[src/rtl/fir_pkg.sv]
`default_nettype none
// ============================================================================
//  Module      : fir_pkg
//  Description : Shared width constants and the saturating clamp helper for
//                the half-band FIR and its output stages.
//  Revision    : 1.0  initial release
// ============================================================================
package fir_pkg;

    localparam int DATA_WIDTH    = 16;
    localparam int COEF_WIDTH    = 16;
    localparam int ACC_WIDTH     = 37;
    localparam int OUT_SHIFT     = 15;
    localparam int DEFAULT_DECIM = 2;

    // Clamp result: saturated value plus a flag telling whether it clipped.
    typedef struct packed {
        logic               sat;
        logic signed [63:0] val;
    } clamp_t;

    // Clamps a signed value to the range of a w-bit two's complement word.
    // Inputs up to 64 bits wide are handled; callers sign-extend first.
    function automatic clamp_t sat_clamp(input logic signed [63:0] v,
                                         input int                 w);
        logic signed [63:0] hi;
        logic signed [63:0] lo;
        clamp_t             r;
        hi    = (64'sd1 <<< (w - 1)) - 64'sd1;
        lo    = -(64'sd1 <<< (w - 1));
        r.sat = 1'b0;
        r.val = v;
        if (v > hi) begin
            r.val = hi;
            r.sat = 1'b1;
        end else if (v < lo) begin
            r.val = lo;
            r.sat = 1'b1;
        end
        return r;
    endfunction

endpackage
`default_nettype wire

[src/rtl/fir_out_fifo.sv]
`default_nettype none
// ============================================================================
//  Module      : fir_out_fifo
//  Description : Synchronous first-word-fall-through FIFO. The head word is
//                held in a register so o_dout keeps its last value while the
//                FIFO is empty. DEPTH must be a power of two (>= 2) so the
//                pointers wrap naturally.
//  Revision    : 1.0  initial release
// ============================================================================
module fir_out_fifo #(
    parameter int WIDTH = 16,
    parameter int DEPTH = 4
) (
    input  logic                       clk,
    input  logic                       rst,
    input  logic                       i_push,
    input  logic [WIDTH-1:0]           i_din,
    input  logic                       i_pop,
    output logic [WIDTH-1:0]           o_dout,
    output logic                       o_full,
    output logic                       o_empty,
    output logic [$clog2(DEPTH):0]     o_level
);

    localparam int c_aw = $clog2(DEPTH);
    localparam int c_lw = c_aw + 1;
    localparam logic [c_lw-1:0] c_full_level = c_lw'(DEPTH);

    logic [WIDTH-1:0] r_mem [DEPTH];
    logic [c_aw-1:0]  r_wr_ptr;
    logic [c_aw-1:0]  r_rd_ptr;
    logic [c_lw-1:0]  r_level;
    logic [WIDTH-1:0] r_dout;

    logic             w_push_ok;
    logic             w_pop_ok;
    logic [c_aw-1:0]  w_rd_next;
    logic [c_lw-1:0]  w_level_next;
    logic [c_lw-1:0]  w_remain;

    assign o_full  = (r_level == c_full_level);
    assign o_empty = (r_level == '0);
    assign o_level = r_level;
    assign o_dout  = r_dout;

    // A pop frees a slot in the same cycle, so a push into a full FIFO
    // succeeds when accompanied by a pop.
    always_comb begin
        w_pop_ok     = i_pop && !o_empty;
        w_push_ok    = i_push && (!o_full || w_pop_ok);
        w_rd_next    = w_pop_ok ? r_rd_ptr + 1'b1 : r_rd_ptr;
        w_remain     = w_pop_ok ? r_level - 1'b1 : r_level;
        w_level_next = r_level;
        if (w_push_ok && !w_pop_ok) begin
            w_level_next = r_level + 1'b1;
        end else if (!w_push_ok && w_pop_ok) begin
            w_level_next = r_level - 1'b1;
        end
    end

    // Storage array; contents need no reset because level gates visibility.
    always_ff @(posedge clk) begin
        if (w_push_ok) begin
            r_mem[r_wr_ptr] <= i_din;
        end
    end

    // Pointers, occupancy and the registered head word.
    always_ff @(posedge clk) begin
        if (rst) begin
            r_wr_ptr <= '0;
            r_rd_ptr <= '0;
            r_level  <= '0;
            r_dout   <= '0;
        end else begin
            if (w_push_ok) begin
                r_wr_ptr <= r_wr_ptr + 1'b1;
            end
            r_rd_ptr <= w_rd_next;
            r_level  <= w_level_next;
            // When no older entry survives, the incoming word becomes the head.
            if (w_level_next != '0) begin
                r_dout <= (w_remain == '0) ? i_din : r_mem[w_rd_next];
            end
        end
    end

endmodule
`default_nettype wire

[src/rtl/fir_decim_out.sv]
`default_nettype none
// ============================================================================
//  Module      : fir_decim_out
//  Description : Output stage behind the 21-tap half-band serial FIR.
//                Decimates by DECIM, scales the accumulator back to Q0,
//                saturates to OUT_WIDTH and queues results in a FWFT FIFO
//                behind a valid/ready interface. Never stalls the FIR.
//                Build option: FIR_OUT_ROUND_EN selects round-half-up in
//                the scaling stage; otherwise a plain arithmetic shift
//                (floor) is used.
//  Revision    : 1.0  initial release
// ============================================================================
module fir_decim_out
    import fir_pkg::*;
#(
    parameter int IN_WIDTH   = ACC_WIDTH,
    parameter int OUT_WIDTH  = DATA_WIDTH,
    parameter int SHIFT      = OUT_SHIFT,
    parameter int DECIM      = DEFAULT_DECIM,
    parameter int FIFO_DEPTH = 4
) (
    input  logic                              clk,
    input  logic                              rst,
    input  logic signed [IN_WIDTH-1:0]        y_in,
    input  logic                              y_valid,
    input  logic                              phase_clr,
    output logic signed [OUT_WIDTH-1:0]       m_data,
    output logic                              m_valid,
    input  logic                              m_ready,
    output logic [$clog2(FIFO_DEPTH):0]       fifo_level,
    output logic                              sat_flag,
    output logic [7:0]                        drop_cnt
);

    localparam int c_ph_w = (DECIM > 1) ? $clog2(DECIM) : 1;
    localparam logic [c_ph_w-1:0] c_ph_last = c_ph_w'(DECIM - 1);
`ifdef FIR_OUT_ROUND_EN
    localparam logic signed [IN_WIDTH:0] c_round = (IN_WIDTH+1)'(1) <<< (SHIFT - 1);
`else
    localparam logic signed [IN_WIDTH:0] c_round = '0;
`endif

    // Decimation phase
    logic [c_ph_w-1:0]        r_phase;
    logic [c_ph_w-1:0]        w_phase_eff;
    logic                     w_keep;

    // Stage 1: scaled sample, full intermediate width so nothing wraps
    logic signed [IN_WIDTH:0] w_ext;
    logic signed [IN_WIDTH:0] w_sum;
    logic signed [IN_WIDTH:0] w_shr;
    logic signed [IN_WIDTH:0] r_s1;
    logic                     r_s1_valid;

    // Stage 2: saturated sample
    clamp_t                   w_clamp;
    logic                     w_unused_clamp_hi;
    logic [OUT_WIDTH-1:0]     r_s2_data;
    logic                     r_s2_valid;
    logic                     r_sat_flag;

    // FIFO side
    logic [OUT_WIDTH-1:0]     w_fifo_dout;
    logic                     w_full;
    logic                     w_empty;
    logic                     w_pop;
    logic                     w_drop;
    logic [7:0]               r_drop_cnt;

    // phase_clr acts on the current cycle, so a sample arriving with it is kept.
    always_comb begin
        w_phase_eff = phase_clr ? '0 : r_phase;
        w_keep      = y_valid && (w_phase_eff == '0);
    end

    // Phase counter: advances per accepted sample, wraps at DECIM-1.
    always_ff @(posedge clk) begin
        if (rst) begin
            r_phase <= '0;
        end else if (y_valid) begin
            r_phase <= (w_phase_eff == c_ph_last) ? '0 : w_phase_eff + 1'b1;
        end else if (phase_clr) begin
            r_phase <= '0;
        end
    end

    assign w_ext = {y_in[IN_WIDTH-1], y_in};
    assign w_sum = w_ext + c_round;
    assign w_shr = w_sum >>> SHIFT;

    // Stage 1 register: capture the scaled value of kept samples only.
    always_ff @(posedge clk) begin
        if (rst) begin
            r_s1       <= '0;
            r_s1_valid <= 1'b0;
        end else begin
            r_s1_valid <= w_keep;
            if (w_keep) begin
                r_s1 <= w_shr;
            end
        end
    end

    assign w_clamp           = sat_clamp(64'(r_s1), OUT_WIDTH);
    assign w_unused_clamp_hi = ^w_clamp.val[63:OUT_WIDTH];

    // Stage 2 register: clamp to the output range and latch any clipping.
    always_ff @(posedge clk) begin
        if (rst) begin
            r_s2_data  <= '0;
            r_s2_valid <= 1'b0;
            r_sat_flag <= 1'b0;
        end else begin
            r_s2_valid <= r_s1_valid;
            if (r_s1_valid) begin
                r_s2_data <= w_clamp.val[OUT_WIDTH-1:0];
                if (w_clamp.sat) begin
                    r_sat_flag <= 1'b1;
                end
            end
        end
    end

    fir_out_fifo #(
        .WIDTH (OUT_WIDTH),
        .DEPTH (FIFO_DEPTH)
    ) u_fifo (
        .clk     (clk),
        .rst     (rst),
        .i_push  (r_s2_valid),
        .i_din   (r_s2_data),
        .i_pop   (m_ready),
        .o_dout  (w_fifo_dout),
        .o_full  (w_full),
        .o_empty (w_empty),
        .o_level (fifo_level)
    );

    // A write is lost only when full and the consumer is not popping.
    assign w_pop  = m_ready && !w_empty;
    assign w_drop = r_s2_valid && w_full && !w_pop;

    // Saturating count of samples lost to a full FIFO.
    always_ff @(posedge clk) begin
        if (rst) begin
            r_drop_cnt <= '0;
        end else if (w_drop && (r_drop_cnt != 8'hFF)) begin
            r_drop_cnt <= r_drop_cnt + 8'd1;
        end
    end

    assign m_data   = w_fifo_dout;
    assign m_valid  = !w_empty;
    assign sat_flag = r_sat_flag;
    assign drop_cnt = r_drop_cnt;

endmodule
`default_nettype wire
[config.mk]
export PLATFORM = sky130hd
export DESIGN_NAME = fir_decim_out
export DESIGN_NICKNAME = d
export VERILOG_FILES = /design/src/rtl/fir_pkg.sv /design/src/rtl/fir_out_fifo.sv /design/src/rtl/fir_decim_out.sv
export SDC_FILE = /design/constraint.sdc
export NUM_CORES = 1
export LEC_CHECK = 0
export CAP_MARGIN = 40
export CELL_PAD_IN_SITES_DETAIL_PLACEMENT = 1
export CELL_PAD_IN_SITES_GLOBAL_PLACEMENT = 2
export CORE_MARGIN = 1.5
export CORE_UTILIZATION = 37
export DETAILED_ROUTE_END_ITERATION = 10
export PLACE_DENSITY = 0.85
export SLEW_MARGIN = 20
export SYNTH_ARGS = -nofsm -noshare
export SYNTH_HDL_FRONTEND = slang
export SYNTH_HIERARCHICAL = 1
export SYNTH_SLANG_ARGS = --single-unit
[constraint.sdc]
create_clock -name clk -period 3.1 [get_ports clk]
set_input_delay 0.62 -clock clk [delete_from_list [all_inputs] [get_ports clk]]
set_output_delay 0.62 -clock clk [all_outputs]
set_load 0.01 [all_outputs]
==> metrics.txt, run 1 <==
Unique masters post-synth 56; worst-skew pair later-pin latency 0.41 ns; post-synth top area cell edfxtp_1; top-area cell type share of the netlist area 28.9%; max-slew violations 0; Initial Util 38.2%; vias per cell 5.81; Synth async-reset ratio 0%; Worst VDD drop 1.03 mV; Fmax achieved 337 MHz; PD cells 812 nW/um^2; max-cap violation count 0; met2 usage 36.0%; H-tree depth 4; post-synthesis cell area 6650 sq um; Net Count, Synth 678; critical path peak fanout 61; Crit path required time 2.48 ns; # rows 48; CTS tree done; Hold Crit Class register to register; WL/cell 20.5 um; run status finished, final reports clean; max_slew headroom 50.6%; arrival time of the worst setup path 2.35 ns; leakage power 2.67 nW; setup TNS 0 ns; CTS Buf Count 17; register area share after synthesis 50.9%; DP HPWL 12.4 mm; DRT Pass-1 Iters 4; n_diodes 0; Worst Clk Skew 0.00693 ns; Top FF cell, synth dfxtp_1; pin count of the biggest net entering global routing 62; DP Area 7420 sq um; Starting DRT DRC Count 281; Tmin final 2.97 ns; number of remaining DRC errors 0; layer with the highest usage met2; final RePlAce weighted congestion 0.802; synthesized area per cell 10.6 sq um; IO Count 71; Slew @ Worst Pin 0.742 ns; CTS sink count 137; Post-synth EDFFs 64; PortBufs 55; die area 18800 sq um; Final Cycle Share 95.8%; initial antenna violation count 0; top post-synthesis cells by area edfxtp_1, dfxtp_1, mux2i_1; most frequent cells in the layout dfxtp_1, edfxtp_1, clkdlybuf4s50_1; first-pass GRT wire length 29.6 mm; worst setup path class register to primary output; number of global-route vias before repair 5653; Total Routing Usage GR 20.8%; GR Layer Usage met3 3.30%; Routed WL 18.8 mm; fill cell count 1895; design area 7980 sq um; CP endpoint kind primary output; Area growth syn-to-layout 19.9%; share of post-route cells with drive strength above 1 11.9%; die height 137 um; Die W 137 um; total grt overflow 0; Syn Inst Count 627; most common cell after layout, fill and taps aside dfxtp_1; Layout Nets 728; met1 Use GR 26.0%; post-synthesis sequential element count 137; CTS Root Cell clkbuf_16; hold violation count in the final report 0; clock-pin slew on the worst setup and hold paths 0.06 ns; DR vias 5314; CTS Buffer Depth 2; # setup viols final 0; # hold bufs at CTS 0; Worst Setup Start Kind register; core area 17400 sq um; Final ANT Viol Nets 0; Synth Warn # 6; RSZ-0062 raised after global routing no
-- flip-flops by register name (all words and copies together) (netlist names) --
| name | count |
|---|---|
| drop_cnt | 8 |
| r_phase | 1 |
| r_s1 | 22 |
| r_s1_valid | 1 |
| r_s2_data | 16 |
| r_s2_valid | 1 |
| sat_flag | 1 |
| u_fifo/o_dout | 16 |
| u_fifo/o_level | 3 |
| u_fifo/r_mem | 64 |
| u_fifo/r_rd_ptr | 2 |
| u_fifo/r_wr_ptr | 2 |
-- cells by family after synthesis --
| logic type | after synthesis | share of synthesized area, % |
|---|---|---|
| AND/OR/NAND/NOR | 177 | 13.7 |
| XOR/XNOR | 6 | 0.790 |
| multiplexers | 46 | 7.13 |
| AO/OA/AOI/OAI | 180 | 20.2 |
| adder cells (fa/ha/maj) | 11 | 2.01 |
| buffers and inverters | 70 | 5.27 |
| flip-flops | 137 | 50.9 |
-- routing by layer --
layer  vias to the layer above  part of all wire (%)
met5                         -                     0
met4                         0                   1.4
met3                        22                   4.6
met2                       135                    49
met1                      2685                    45
li1                       2472                     -
-- cell usage after synthesis (all sizes together), types with 19 or more instances --
| cell | instances |
|---|---|
| edfxtp | 64 |
| nand3 | 19 |
| mux2i | 44 |
| o21ai | 34 |
| nor2b | 20 |
| a211o | 29 |
| nand2 | 41 |
| clkbuf | 22 |
| nor2 | 39 |
| a21oi | 24 |
| dfxtp | 73 |
| buf | 34 |
-- report_power, final --
group          internal, W  switching (W)  total, W
registers          0.00205       0.000129   0.00218
clock network      0.00107       0.000722   0.00179
logic              0.00101        0.00150   0.00251
-- area by class of cell --
type                       instances  area (sq um)  area share [%]
sequential                       137          3380            42.4
multi-input combinational        420          2940            36.8
timing repair buffer              87           797            9.99
clock buffer                      22           474            5.94
tap                              225           282            3.53
inverter                          14          52.6           0.659
clock inverter                    10          51.3           0.643
-- stage by stage --
step                total power (W)  hold slack, ns  worst slack, ns  util, %  cells
global placement            0.00456           0.443            0.243     42.6    880
finish                      0.00648           0.448            0.131     45.8    915
global route                0.00680           0.483           0.0325     45.8    915
detailed placement          0.00466           0.450            0.378     42.6    881
floorplan                   0.00381           0.455            0.750        -    627
CTS                         0.00647           0.458           0.0180     45.6    913
-- critical path, stage by stage (launching register included) --
cell and delay [ns]:
dfxtp_1 0.34, inv_1 0.11, ha_4 0.21, nand2b_2 0.11, buf_12 0.27, inv_2 0.07
buf_6 0.19, inv_1 0.07, clkdlybuf4s50_1 0.52
-- what timing repair did --
action / CTS / global route
setup buffers: 0 / 0
setup endpoints to repair: 1 / 1
resized for setup: 1 / 2
-- worst paths after layout --
| kind | depth (start not counted) | slack [ns] | from | to |
|---|---|---|---|---|
| worst max-delay path | 8 | 0.13 | u_fifo/o_level[1] | m_valid |
| worst min-delay path | 2 | 0.45 | sat_flag | sat_flag |
| worst max register to register | 10 | 0.50 | u_fifo/o_level[1] | u_fifo/o_dout[15] |
| worst min register to register | 2 | 0.45 | sat_flag | sat_flag |
No activity file was read; power rests on OpenSTA's default activity.
==> inputs of run 2 (changes only) <==
- CORE_UTILIZATION: 37 -> 33
- PLACE_DENSITY: 0.85 -> 0.8
- SKIP_CTS_REPAIR_TIMING: unset -> 1
- clock period: 3.1 -> 2.6 ns (I/O delays scaled with it)
==> metrics.txt, run 2 (same netlist as run 1, synthesis figures left out) <==
max_slew headroom 55.0%; Slew @ Worst Pin 0.675 ns; pin count of the biggest net entering global routing 45; Layout Nets 724; layer with the highest usage met2; Reg with most FFs u_fifo/r_mem; Initial Util 34.0%; CTS Root Cell clkbuf_16; Hold Crit Class register to register; max-slew violations 0; RSZ-0062 raised after global routing no; initial antenna violation count 0; Area growth syn-to-layout 22.7%; max FFs per register 64; FF-to-FF Start u_fifo/o_level[0]; setup TNS 0 ns; # rows 51; PD cells 1010 nW/um^2; number of global-route vias before repair 5561; Fmax achieved 400 MHz; total grt overflow 0; CTS Buffer Depth 2; hold violation count in the final report 0; sequential cell area 3380 sq um; Tmin final 2.50 ns; run status finished, final reports clean; fin cells 951; Starting DRT DRC Count 387; Hold Slack 0.461 ns; R2R Setup Slk 0.21 ns; max-cap violation count 0; delay of the slowest cell on the worst path 0.52 ns; die height 145 um; Crit path required time 2.08 ns; number of remaining DRC errors 0; DR vias 5332; fill cell count 2172; CTS tree done; met1 Use GR 23.6%; die area 21000 sq um; Worst VDD drop 0.501 mV; Pwr Total 0.00823 W; most common cell after layout, fill and taps aside dfxtp_1; slowest CP cell clkdlybuf4s50_1; met2 usage 30.2%; Crit path top cell by count inv_2; worst hold start sat_flag; area of the multi-input gates 2940 sq um; WP buf/inv 5; vias per cell 5.61; cell family with the largest share of critical-path delay buffers and inverters; share of post-route cells with drive strength above 1 12.0%; arrival time of the worst setup path 1.98 ns; CTS sink count 137; # setup viols final 0; CTS Buf Count 17; GR Layer Usage met3 3.68%; worst-skew pair later-pin latency 0.42 ns; DP HPWL 12.4 mm; n_diodes 0; Total Routing Usage GR 18.3%; WL/cell 20.0 um; Die W 145 um; Worst Setup Start Kind register; CP Cell Sequence inv_2 -> ha_4 -> nand2b_4 -> inv_2 -> buf_12 -> inv_1 -> clkdlybuf4s50_1; clock-pin slew on the worst setup and hold paths 0.06 ns; leakage power 2.72 nW; Largest regs u_fifo/r_mem: 64 flops, r_s1: 22 flops; PortBufs 55; core area 19600 sq um; H-tree depth 4; dpl cells 919; IO Count 71; Final Cycle Share 96.0%; CP endpoint kind primary output; Worst Clk Skew 0.00540 ns; most frequent cells in the layout dfxtp_1, edfxtp_1, clkdlybuf4s50_1; final RePlAce weighted congestion 0.777; reg2reg end u_fifo/o_dout[7]; DRT Pass-1 Iters 5; Routed WL 19.1 mm; worst setup path class register to primary output; Final ANT Viol Nets 0; critical path peak fanout 21; Worst Hold Endpoint sat_flag; first-pass GRT wire length 30.1 mm; R2R cell count 8; hold depth 2
[run 2: changes by cell type in the layout (fill, tap and decap cells not counted), moves of 2 or more]
cell and change:
buf_12 +4, bufinv_16 +4, clkinv_4 +2, clkinv_2 -3
buf_4 -5, clkbuf_4 -2, clkbuf_8 -2
[run 2: layer usage]
layer	share of wire (%)	vias up
met5	0	-
li1	-	2476
met2	47	164
met4	1.6	0
met3	5.2	26
met1	46	2666
[run 2: worst max path at each step]
stage / start / to / slack (ns) / cells after the start
finish: u_fifo/o_level[1] / m_valid / 0.10 / 7
global route: u_fifo/o_level[0] / m_valid / 0.03 / 7
CTS: u_fifo/o_level[1] / m_valid / -0.15 / 7
detailed placement: u_fifo/o_level[1] / u_fifo/o_dout[11] / 0.11 / 7
global placement: u_fifo/o_level[1] / u_fifo/o_dout[2] / 0.18 / 7
floorplan: u_fifo/o_level[0] / u_fifo/o_dout[3] / 0.25 / 11
[run 2: tightest hold or removal path, stage by stage (launching register included)]
cell	delay [ns]
dfxtp_1	0.31
inv_1	0.05
a21oi_1	0.06
[run 2: cell type report]
| type | count | area share, % |
|---|---|---|
| Clock buffer | 20 | 5.73 |
| Clock inverter | 12 | 2.08 |
| Inverter | 14 | 0.644 |
| Multi-Input combinational cell | 420 | 36.1 |
| Sequential cell | 137 | 41.5 |
| Tap cell | 265 | 4.06 |
| Timing Repair Buffer | 83 | 9.96 |
[run 2: power breakdown]
group          leakage, nW  internal, W  total (W)  switching, W
clock network        0.306      0.00168    0.00260      0.000919
logic                 1.22      0.00124    0.00304       0.00180
registers             1.19      0.00244    0.00258      0.000144
total                 2.72      0.00536    0.00823       0.00287
[run 2: per-stage QoR]
stage	utilization [%]	worst slack [ns]	instance area (sq um)
final	41.7	0.103	8160
after global routing	41.7	0.0316	8160
after CTS	41.6	-0.150	8140
after detailed placement	38.3	0.106	7510
after global placement	38.3	0.175	7510
after floorplan	-	0.250	6650
==> inputs of run 3 (changes only) <==
- ABC_CLOCK_PERIOD_IN_PS: unset -> 3200
- CORE_UTILIZATION: 33 -> 40
- PLACE_DENSITY: 0.8 -> 0.9
- SETUP_SLACK_MARGIN: unset -> 0.1
- clock period: 2.6 -> 3.2 ns (I/O delays scaled with it)
==> metrics.txt, run 3 (same netlist as run 1, synthesis figures left out) <==
DP HPWL 12.0 mm; fill cell count 1721; hold violation count in the final report 0; Layout Nets 723; FF-to-FF Start u_fifo/o_level[1]; total grt overflow 0; # setup viols final 0; CTS sink count 137; Starting DRT DRC Count 347; Tmin final 2.95 ns; Crit path top cell by count inv_1; CTS Buffer Depth 2; WL/cell 20.6 um; max FFs per register 64; worst setup path class register to primary output; worst hold start sat_flag; delay of the slowest cell on the worst path 0.48 ns; reg2reg end u_fifo/o_dout[11]; Slew @ Worst Pin 0.840 ns; IO Count 71; Fmax achieved 339 MHz; Initial Util 41.4%; arrival time of the worst setup path 2.31 ns; worst-skew pair later-pin latency 0.42 ns; post-place setup slack 0.281 ns; PortBufs 55; PD cells 792 nW/um^2; final RePlAce weighted congestion 0.760; Largest regs u_fifo/r_mem: 64 flops, r_s1: 22 flops; initial antenna violation count 0; run status finished, final reports clean; DRT Pass-1 Iters 4; Worst VDD drop 0.416 mV; share of post-route cells with drive strength above 1 10.8%; most frequent cells in the layout dfxtp_1, edfxtp_1, clkdlybuf4s50_1; core area 16100 sq um; most common cell after layout, fill and taps aside dfxtp_1; n_diodes 0; hold depth 2; number of remaining DRC errors 0; Routed WL 18.6 mm; slowest CP cell clkdlybuf4s50_1; Crit path required time 2.56 ns; setup TNS 0 ns; H-tree depth 4; max_slew headroom 44.0%; WP buf/inv 5; Worst Hold Endpoint sat_flag; R2R cell count 7; cell family with the largest share of critical-path delay buffers and inverters; pin count of the biggest net entering global routing 61; CTS Root Cell clkbuf_16; DR vias 5319; Pwr Total 0.00630 W; max-slew violations 0; Hold Crit Class register to register; Worst Clk Skew 0.00984 ns; clock-pin slew on the worst setup and hold paths 0.06 ns; CTS Buf Count 17; vias per cell 5.90; CP endpoint kind primary output; die area 17400 sq um; R2R Setup Slk 0.38 ns; max-cap violation count 0; Die W 132 um; first-pass GRT wire length 29.9 mm; Total Routing Usage GR 21.8%; critical path peak fanout 21; CP Cell Sequence inv_1 -> ha_2 -> nand2b_2 -> inv_2 -> buf_4 -> inv_1 -> clkdlybuf4s50_1; RSZ-0062 raised after global routing no; Final ANT Viol Nets 0; die height 132 um; Final Cycle Share 92.1%; Reg with most FFs u_fifo/r_mem; number of global-route vias before repair 5633; CTS tree done; Worst Setup Start Kind register; Area growth syn-to-layout 19.6%; setup ws final 0.254 ns; leakage power 2.66 nW; # rows 46
==> run 3: final cells by class <==
class	count	area, sq um	share of cell area (%)
Inverter	14	52.6	0.660
Tap cell	216	270	3.40
Timing Repair Buffer	82	793	9.97
Sequential cell	137	3380	42.5
Clock inverter	6	52.6	0.660
Multi-Input combinational cell	420	2940	36.9
Clock buffer	26	469	5.90
==> run 3: worst max path at each step <==
stage               cells after the start         startpoint  slack (ns)           endpoint
finish                                  7  u_fifo/o_level[1]        0.25            m_valid
global route                            7  u_fifo/o_level[1]        0.15            m_valid
CTS                                     7  u_fifo/o_level[1]        0.09            m_valid
detailed placement                      8  u_fifo/o_level[1]        0.28  u_fifo/o_dout[11]
global placement                        7  u_fifo/o_level[1]        0.16   u_fifo/o_dout[8]
floorplan                              11  u_fifo/o_level[0]        0.85   u_fifo/o_dout[3]
==> run 3: routing by layer <==
layer	part of all wire [%]	GRT usage (%)
met4	1.8	9.63
met2	48	35.9
met1	45	28.3
met5	0	0
met3	5.2	3.65
==> run 3: worst min-delay path, stage by stage, from the launching register on <==
cell	delay (ns)
dfxtp_1	0.30
inv_1	0.05
a21oi_1	0.05
==> run 3: power by group <==
part | switching, W | total (W) | internal, W
logic | 0.00143 | 0.00241 | 0.000976
clock network | 0.000697 | 0.00178 | 0.00108
registers | 0.000134 | 0.00212 | 0.00198
total | 0.00226 | 0.00630 | 0.00404
==> run 3: per-stage QoR <==
| step | utilization (%) | hold slack, ns | instances | area (sq um) |
|---|---|---|---|---|
| after floorplan | - | 0.455 | 627 | 6650 |
| after detailed placement | 46.3 | 0.446 | 869 | 7430 |
| after CTS | 49.5 | 0.454 | 901 | 7950 |
| after global routing | 49.6 | 0.496 | 901 | 7960 |
| after global placement | 46.2 | 0.441 | 869 | 7420 |
| final | 49.6 | 0.450 | 901 | 7960 |
